`config.mk`:
```
export PLATFORM = sky130hd
export DESIGN_NAME = obi_err_sbr
export DESIGN_NICKNAME = d
export VERILOG_FILES = /design/src/rtl/obi_err_sbr.sv
export SDC_FILE = /design/constraint.sdc
export NUM_CORES = 1
export LEC_CHECK = 0
export ABC_AREA = 1
export BUFFER_PORTS_ARGS = -buffer_cell sky130_fd_sc_hd__buf_2
export CAP_MARGIN = 20
export CORE_ASPECT_RATIO = 0.5
export CORE_MARGIN = 2
export CORE_UTILIZATION = 33
export CTS_CLUSTER_SIZE = 12
export DETAILED_ROUTE_END_ITERATION = 6
export GPL_ROUTABILITY_DRIVEN = 0
export GPL_TIMING_DRIVEN = 0
export PLACE_DENSITY = 0.5
export RECOVER_POWER = 100
export SYNTH_ARGS = -nofsm -noshare
export SYNTH_HDL_FRONTEND = slang
export SYNTH_SLANG_ARGS = --single-unit
```
`constraint.sdc`:
```
create_clock -name clk_i -period 4.3 [get_ports clk_i]
set_clock_uncertainty 0.15 [all_clocks]
set_input_delay 0.215 -clock clk_i [delete_from_list [all_inputs] [get_ports clk_i]]
set_output_delay 0.215 -clock clk_i [all_outputs]
set_load 0.02 [all_outputs]
```
`src/rtl/obi_err_sbr.sv`:
```
// OBI error subordinate: accepts every request, queues it in a small FIFO and
// returns an in-order error response once the entry has aged RspLatency cycles.
module obi_err_sbr #(
    parameter int unsigned AddrWidth   = 32,
    parameter int unsigned DataWidth   = 32,
    parameter int unsigned IdWidth     = 1,
    parameter int unsigned ErrBits     = 1,
    parameter int unsigned NumMaxTrans = 2,
    parameter int unsigned RspLatency  = 1,
    parameter logic [31:0] RspData     = 32'hBADCAB1E
) (
    input  logic                 clk_i,
    input  logic                 rst_i,
    input  logic                 obi_req_i,
    output logic                 obi_gnt_o,
    input  logic [AddrWidth-1:0] obi_addr_i,
    input  logic                 obi_we_i,
    input  logic [IdWidth-1:0]   obi_aid_i,
    output logic                 obi_rvalid_o,
    input  logic                 obi_rready_i,
    output logic [DataWidth-1:0] obi_rdata_o,
    output logic [IdWidth-1:0]   obi_rid_o,
    output logic [ErrBits-1:0]   obi_err_o,
    output logic [AddrWidth-1:0] err_addr_o,
    output logic [31:0]          err_cnt_o
);

    localparam int unsigned PtrWidth = (NumMaxTrans > 1) ? $clog2(NumMaxTrans) : 1;
    localparam int unsigned CntWidth = $clog2(NumMaxTrans + 1);
    localparam int unsigned AgeWidth = $clog2(RspLatency + 1);

    localparam logic [AgeWidth-1:0]  AgeMax  = AgeWidth'(RspLatency);
    localparam logic [PtrWidth-1:0]  PtrLast = PtrWidth'(NumMaxTrans - 1);
    localparam logic [CntWidth-1:0]  CntFull = CntWidth'(NumMaxTrans);
    localparam logic [DataWidth-1:0] RdData  = DataWidth'(RspData);

    logic [PtrWidth-1:0]  rd_ptr_q, rd_ptr_d;
    logic [PtrWidth-1:0]  wr_ptr_q, wr_ptr_d;
    logic [CntWidth-1:0]  count_q, count_d;
    logic [AddrWidth-1:0] err_addr_q, err_addr_d;
    logic [31:0]          err_cnt_q, err_cnt_d;

    logic                 slot_vld  [NumMaxTrans];
    logic [AgeWidth-1:0]  slot_age  [NumMaxTrans];
    logic [IdWidth-1:0]   slot_aid  [NumMaxTrans];
    logic [AddrWidth-1:0] slot_addr [NumMaxTrans];
    logic                 slot_we   [NumMaxTrans];

    logic                 full;
    logic                 push;
    logic                 pop;
    logic                 rvalid;
    logic                 head_vld;
    logic [AgeWidth-1:0]  head_age;
    logic [IdWidth-1:0]   head_aid;
    logic [AddrWidth-1:0] head_addr;
    logic                 head_we;

    function automatic logic [PtrWidth-1:0] ptr_inc(input logic [PtrWidth-1:0] p);
        return (p == PtrLast) ? '0 : p + 1'b1;
    endfunction

    // Grant only looks at the registered fill level, never at the response side.
    assign full      = (count_q == CntFull);
    assign obi_gnt_o = obi_req_i & ~full & ~rst_i;
    assign push      = obi_gnt_o;

    assign head_vld  = slot_vld[rd_ptr_q];
    assign head_age  = slot_age[rd_ptr_q];
    assign head_aid  = slot_aid[rd_ptr_q];
    assign head_addr = slot_addr[rd_ptr_q];
    assign head_we   = slot_we[rd_ptr_q];

    assign rvalid = head_vld && (head_age == AgeMax);
    assign pop    = rvalid & obi_rready_i;

    for (genvar gi = 0; gi < NumMaxTrans; gi++) begin : g_slot
        logic                 vld_q, vld_d;
        logic [AgeWidth-1:0]  age_q, age_d;
        logic [IdWidth-1:0]   aid_q, aid_d;
        logic [AddrWidth-1:0] addr_q, addr_d;
        logic                 we_q, we_d;
        logic                 push_here;
        logic                 pop_here;

        assign push_here = push && (wr_ptr_q == PtrWidth'(gi));
        assign pop_here  = pop && (rd_ptr_q == PtrWidth'(gi));

        // The grant cycle counts as the first aging step, so a fresh entry starts at 1.
        always_comb begin
            vld_d  = vld_q;
            age_d  = age_q;
            aid_d  = aid_q;
            addr_d = addr_q;
            we_d   = we_q;
            if (vld_q && (age_q != AgeMax)) begin
                age_d = age_q + 1'b1;
            end
            if (pop_here) begin
                vld_d = 1'b0;
            end
            if (push_here) begin
                vld_d  = 1'b1;
                age_d  = AgeWidth'(1);
                aid_d  = obi_aid_i;
                addr_d = obi_addr_i;
                we_d   = obi_we_i;
            end
        end

        always_ff @(posedge clk_i) begin
            if (rst_i) begin
                vld_q  <= 1'b0;
                age_q  <= '0;
                aid_q  <= '0;
                addr_q <= '0;
                we_q   <= 1'b0;
            end else begin
                vld_q  <= vld_d;
                age_q  <= age_d;
                aid_q  <= aid_d;
                addr_q <= addr_d;
                we_q   <= we_d;
            end
        end

        assign slot_vld[gi]  = vld_q;
        assign slot_age[gi]  = age_q;
        assign slot_aid[gi]  = aid_q;
        assign slot_addr[gi] = addr_q;
        assign slot_we[gi]   = we_q;
    end

    always_comb begin
        rd_ptr_d   = rd_ptr_q;
        wr_ptr_d   = wr_ptr_q;
        count_d    = count_q;
        err_addr_d = err_addr_q;
        err_cnt_d  = err_cnt_q;
        if (push) begin
            wr_ptr_d = ptr_inc(wr_ptr_q);
        end
        if (pop) begin
            rd_ptr_d   = ptr_inc(rd_ptr_q);
            err_addr_d = head_addr;
            if (err_cnt_q != 32'hFFFF_FFFF) begin
                err_cnt_d = err_cnt_q + 32'd1;
            end
        end
        case ({push, pop})
            2'b10:   count_d = count_q + 1'b1;
            2'b01:   count_d = count_q - 1'b1;
            default: count_d = count_q;
        endcase
    end

    always_ff @(posedge clk_i) begin
        if (rst_i) begin
            rd_ptr_q   <= '0;
            wr_ptr_q   <= '0;
            count_q    <= '0;
            err_addr_q <= '0;
            err_cnt_q  <= '0;
        end else begin
            rd_ptr_q   <= rd_ptr_d;
            wr_ptr_q   <= wr_ptr_d;
            count_q    <= count_d;
            err_addr_q <= err_addr_d;
            err_cnt_q  <= err_cnt_d;
        end
    end

    assign obi_rvalid_o = rvalid;
    assign obi_rid_o    = head_aid;
    assign obi_rdata_o  = head_we ? '0 : RdData;
    assign obi_err_o    = {ErrBits{rvalid}};
    assign err_addr_o   = err_addr_q;
    assign err_cnt_o    = err_cnt_q;

endmodule
```
======== Yosys cells after proc, flatten, opt, wreduce, memory -nomap -nowiden ========
Index checks and enable logic that the tools add are counted.
word-level totals
  register bits after elaboration ......... 140
  latch bits .............................. 0
  RAM bits ................................ 0
  bits in read-only memories .............. 0
  bits of input ports ..................... 38
  output and inout port bits .............. 100
  logic and storage cells ................. 77
  memories kept ........................... 0
cells by class
  $add $sub $neg .......................... 7
  multiply operators ...................... 0
  div/mod/pow operators ................... 0
  order comparisons ....................... 1
  equal/unequal tests ..................... 4
  shift-type cells ........................ 0
  mux-type cells .......................... 27
  bitwise operators ....................... 10
  reduce and logical (&&, ||, !) cells .... 13
operators with widths
  cell                   number
  $mux 32                4
  $add 32x1->32 const B  1
  $ne 32x32->1 const B   1
  $mux 1                 22
  $reduce_bool 2->1      5
  $logic_and 1x1->1      7
  $not 1->1              6
  $add 1x1->1 const B    4
  $eq 2x2->1 const B     2
  $pmux 2 s2             1
  $and 1x1->1            3
  $add 2x1->2 const B    1
  $eq 2x1->1 const B     1
  $ge 2x2->1 const B     1
  $not 1->2              1
  $reduce_and 2->1       1
  $sub 2x1->2 const B    1

======== Depth between registers and ports, before layout ========
  word-level depth ........................ 9
  mapped depth ............................ 11
  depth with buffers taken out ............ 10

======== Least setup slack after synthesis ========
Ideal clock, no wire load.
  kind .................................... flip-flop to output port
  start ................................... register rd_ptr_q
  end ..................................... output obi_rdata_o[11]
  arrival time ............................ 2.146 ns
  required time ........................... 3.935 ns
  slack ................................... 1.789 ns
  stages on the path, launching flop included .. 3
  path buffers ............................ 1
  cells stage by stage .................... dfxtp_1 o21ai_0 buf_4
between the ends
  cells in the longest elaborated chain, start to end .. 5
ends and longest elaborated chain
  item                                        RTL line  source
  start, declared                             37        logic [PtrWidth-1:0] rd_ptr_q, rd_ptr_d;
  start signal, assigned                      165       rd_ptr_q <= rd_ptr_d;
  $not 1->2 (implied by the code)             72        assign head_we = slot_we[rd_ptr_q];
  $mux 1 (implied by the code) (3 in series)  72
  $mux 32                                     175       assign obi_rdata_o = head_we ? '0 : RdData;
  end, declared                               21        output logic [DataWidth-1:0] obi_rdata_o,
No other way between the ends. The select of a mux whose other input is x is not followed.

======== Worst setup path in the final report ========
  start ................................... register rd_ptr_q
  end ..................................... register err_addr_q[27] (netlist: err_addr_o[27])
between the ends
  cells in the longest elaborated chain, start to end .. 6
  elaborated cells on any way between the ends .. 12
  classes of those cells .................. mux (9); bitwise (2); reduce/logical (1)
ends and longest elaborated chain
  item                                            RTL line    source
  $not 1->2 (implied by the code) *               68, 69, 71
  $mux 1, on equally long branches (3 in series)  68, 69
  $logic_and 1x1->1                               74          assign rvalid = head_vld && (head_age == AgeMax);
  $and 1x1->1                                     75          assign pop = rvalid & obi_rready_i;
  end signal, assigned                            168         err_addr_q <= err_addr_d;
  end, declared                                   40          logic [AddrWidth-1:0] err_addr_q, err_addr_d;
Mark *: on every way between the ends. The rest lies on a longest branch, timed or not. The select of a mux whose other input is x is not followed.
A chain may end at the register's enable or synchronous reset.

==> impl_metrics.csv <==
group,metric,value,unit
synth,synth-simple-area-share,0.2886,
setup_path,cp_num_buf_inv,2,
setup_path,rrSetupSlack,1.70,ns
cells_and_area,nNetsFinal,1071,
global_routing,grt_overflow,0,
global_routing,antenna_found_initial,0,
timing,relSlewSlack,0.5802,
synth,seq_area_frac_synth,0.4521,
cts,root_buffer,"clkbuf_16",
synth,yosys_warnings,0,
detailed_routing,drt_wl_total,18660,um
setup_path,worst-setup-path-type,"reg2reg",
die,pin_count,138,
die,core.rowCount,35,
synth,ys_ff_latch,140,
synth,yosys.area.top_type,"dfxtp_1",
setup_path,critical-path-max-stage-delay,0.54,ns
cts,cts_tree,"done",
synth,synth_top_area_frac,0.4521,
cts,cts_buffers,17,
synth,syn_area,6200,um^2
die,core_area,18390,um^2
synth,ys_top_cells_by_area,"dfxtp_1 (45%), nand2_1 (11%), nand3_1 (8.0%), o21ai_0 (6.1%), nor2_1 (5.0%)",
global_routing,grt_pass1_wl,29530,um
cells_and_area,drive_above_1_share,0.1513,
detailed_routing,antenna_left,0,
synth,yosys.area_share.xor_xnor,0.002825,
detailed_routing,vias_per_cell,4.710,
timing,post-route-min-period,2.604,ns
setup_path,required,4.49,ns
die,die_area,19970,um^2
timing,tns,0,ns
detailed_routing,drcViolationCount,0,
global_routing,grt_max_degree,17,
synth,ys.flop_type,"dfxtp_1",
timing,drv_slew,0,
synth,synth_compound_area_frac,0.1322,
synth,synth-adder-area-share,0.004036,
synth,synth_edf_count,0,
timing,finalHoldViolCount,0,
power,powerDensity,398.8,nW/um^2
status,outcome,"complete, no violations",
global_routing,grt_pass1_vias,5538,
power,p_leak,3.093,nW
synth,syn_avg_cell_area,7.372,um^2
placement,portBuffers,124,
die,fp.dieW,197.8,um
setup_path,cp_cell_sequence,"inv_1, nand3_1, nand2_1, nand2_1, nor2_1, clkbuf_1, nand2_1, a31oi_1",
timing,setup_viol_count_final,0,
setup_path,end_kind,"register",
detailed_routing,drt_first_pass_iters,5,
timing,worst_slew_pin_slew,0.6297,ns
synth,synth_top_family_by_area,"simple AND/OR/NAND/NOR gates",
die,die_h,100.9,um
timing,rsz0062_at_grt,"false",
cts,clk_pin_slew,0.07,ns
setup_path,critical_path.top_delay_family,"simple AND/OR/NAND/NOR gates",
setup_path,crit_slowest_cell,"clkbuf_1",
cts,cts_htree_levels,4,
power,p_total,3.160,mW
setup_path,r2r-end,"err_addr_o[27]",
flow_run,cap_violations,0,
setup_path,r2r-start,"rd_ptr_q",
synth,synthMuxAreaShare,0,
detailed_routing,first_iter_violations,329,
setup_path,worstPathArrival,2.79,ns
detailed_routing,wl_per_cell,14.54,um
synth,async_flop_share,0,
synth,ys_types,30,
synth,synth.most_common_cell,"nand2_1",
detailed_routing,num_vias,6047,
cts,ctsLongestPathBuffers,2,
synth,synth.top_cells.by_count,"nand2_1 (187), dfxtp_1 (140), nand3_1 (99), nor2_1 (82), o21ai_0 (76)",
global_routing,grt_usage,0.1917,
setup_path,cp.depth,8,
synth,synth_cells,841,
setup_path,cp_common_cell,"nand2_1",
cts,cts.sinks,140,
setup_path,critPathLaunchType,"register",
die,start_util,0.3371,
setup_path,critPathLaunch,"rd_ptr_q",
cts,clk_latency,0.42,ns
cells_and_area,area_delta_synth_final,27.81,%
cells_and_area,antenna_cells,0,
setup_path,worstPathMaxFanout,10,
setup_path,reg2reg_depth,8,
power,peakVddDrop,234.1,uV
placement,dp_hpwl,13090,um
timing,fmax,0.3841,GHz
setup_path,crit_path_end,"err_addr_o[27]",
timing,period_share,0.6055,
worst_hold_path,hp-class,"in2reg",
[report_power, final]
group	total (mW)	internal, mW	switching, mW	leakage (nW)
clock network	1.48	0.837	0.648	0.285
logic	0.300	0.118	0.182	1.67
registers	1.38	1.35	0.0283	1.14
total	3.16	2.30	0.858	3.09
[area by class of cell]
cell class | instances | area [um^2]
clock buffer | 18 | 439.2
tap | 240 | 300.3
fill | 2045 | 10470
sequential | 140 | 2803
inverter | 72 | 270.3
clock inverter | 14 | 151.4
buffer | 77 | 446.7
multi-input combinational | 564 | 2639
timing repair buffer | 159 | 874.6
[timing repair]
item	in CTS	in global routing
hold endpoints to repair	68	0
buffers inserted	0	0
hold buffers	34	0
gates resized for setup	0	0
[stage by stage]
step / hold WS (ns) / utilization / area (um^2) / std cells / worst slack [ns]
global route: 0.1544 / 0.4308 / 7924 / 1284 / 1.410
finish: 0.1267 / 0.4308 / 7924 / 1284 / 1.696
CTS: 0.1232 / 0.4406 / 8104 / 1284 / 2.148
detailed placement: 0.3011 / 0.3900 / 7173 / 1218 / 2.232
global placement: 0.2876 / 0.3896 / 7166 / 1217 / 1.843
floorplan: 0.2296 / - / 6245 / 853 / 1.789
[worst reg2reg max path, cell delays in order (launching register included)]
cell and delay (ns):
dfxtp_1 0.38, inv_1 0.22, nand3_1 0.13, nand2_1 0.13, nand2_1 0.21, nor2_1 0.45, clkbuf_1 0.55, nand2_1 0.14
a31oi_1 0.17
[registers in the layout, summed over array words and instances, names as in the netlist]
register,count
g_slot.age_q,2
err_addr_o,32
err_cnt_o,32
g_slot.aid_q,2
g_slot.vld_q,2
wr_ptr_q,1
g_slot.addr_q,64
g_slot.we_q,2
count_q,2
rd_ptr_q,1
[cell usage in the layout (no fill, tap or decap), types with 15 or more instances in the layout]
master / count
clkbuf_16: 17
clkbuf_1: 100
buf_2: 61
o21ai_0: 76
dfxtp_1: 140
nor2_1: 88
a31oi_1: 32
inv_1: 70
dlygate4sd3_1: 34
buf_4: 20
a21oi_2: 15
nand2_1: 194
a21oi_1: 18
nand3_1: 100
[layer usage]
metal / part of all wire / track usage / routed length [um] / vias up
met5: 0 / 0 / 0 / -
met4: 0.0074 / 0.04106 / 139 / 0
met3: 0.041 / 0.04282 / 764 / 9
met2: 0.47 / 0.3177 / 8733 / 124
met1: 0.48 / 0.2570 / 9027 / 2833
li1: - / - / - / 3081
[cell families (layout without fill, tap and decap cells)]
family / after synthesis / after routing
AOI/OAI and AO/OA: 143 / 143
DFF: 140 / 140
buffers and inverters: 149 / 340
and+or+nand+nor: 404 / 404
other: 1 / 13
xor gates and xnor gates: 2 / 2
adders and majority gates: 2 / 2
[worst min path at each step]
stage             startpoint             endpoint  slack [ns]  cells after the start
2_1_floorplan  obi_addr_i[0]  g_slot[0].addr_q[0]        0.23                      2
3_3_place_gp      count_q[1]           count_q[1]        0.29                      1
3_5_place_dp      count_q[1]           count_q[1]        0.30                      1
4_1_cts         obi_rready_i       err_addr_o[15]        0.12                      5
5_1_grt                rst_i       err_addr_o[17]        0.15                      3
6_report               rst_i       err_addr_o[15]        0.13                      3
Note: power is estimated with default switching activity, not from simulation.
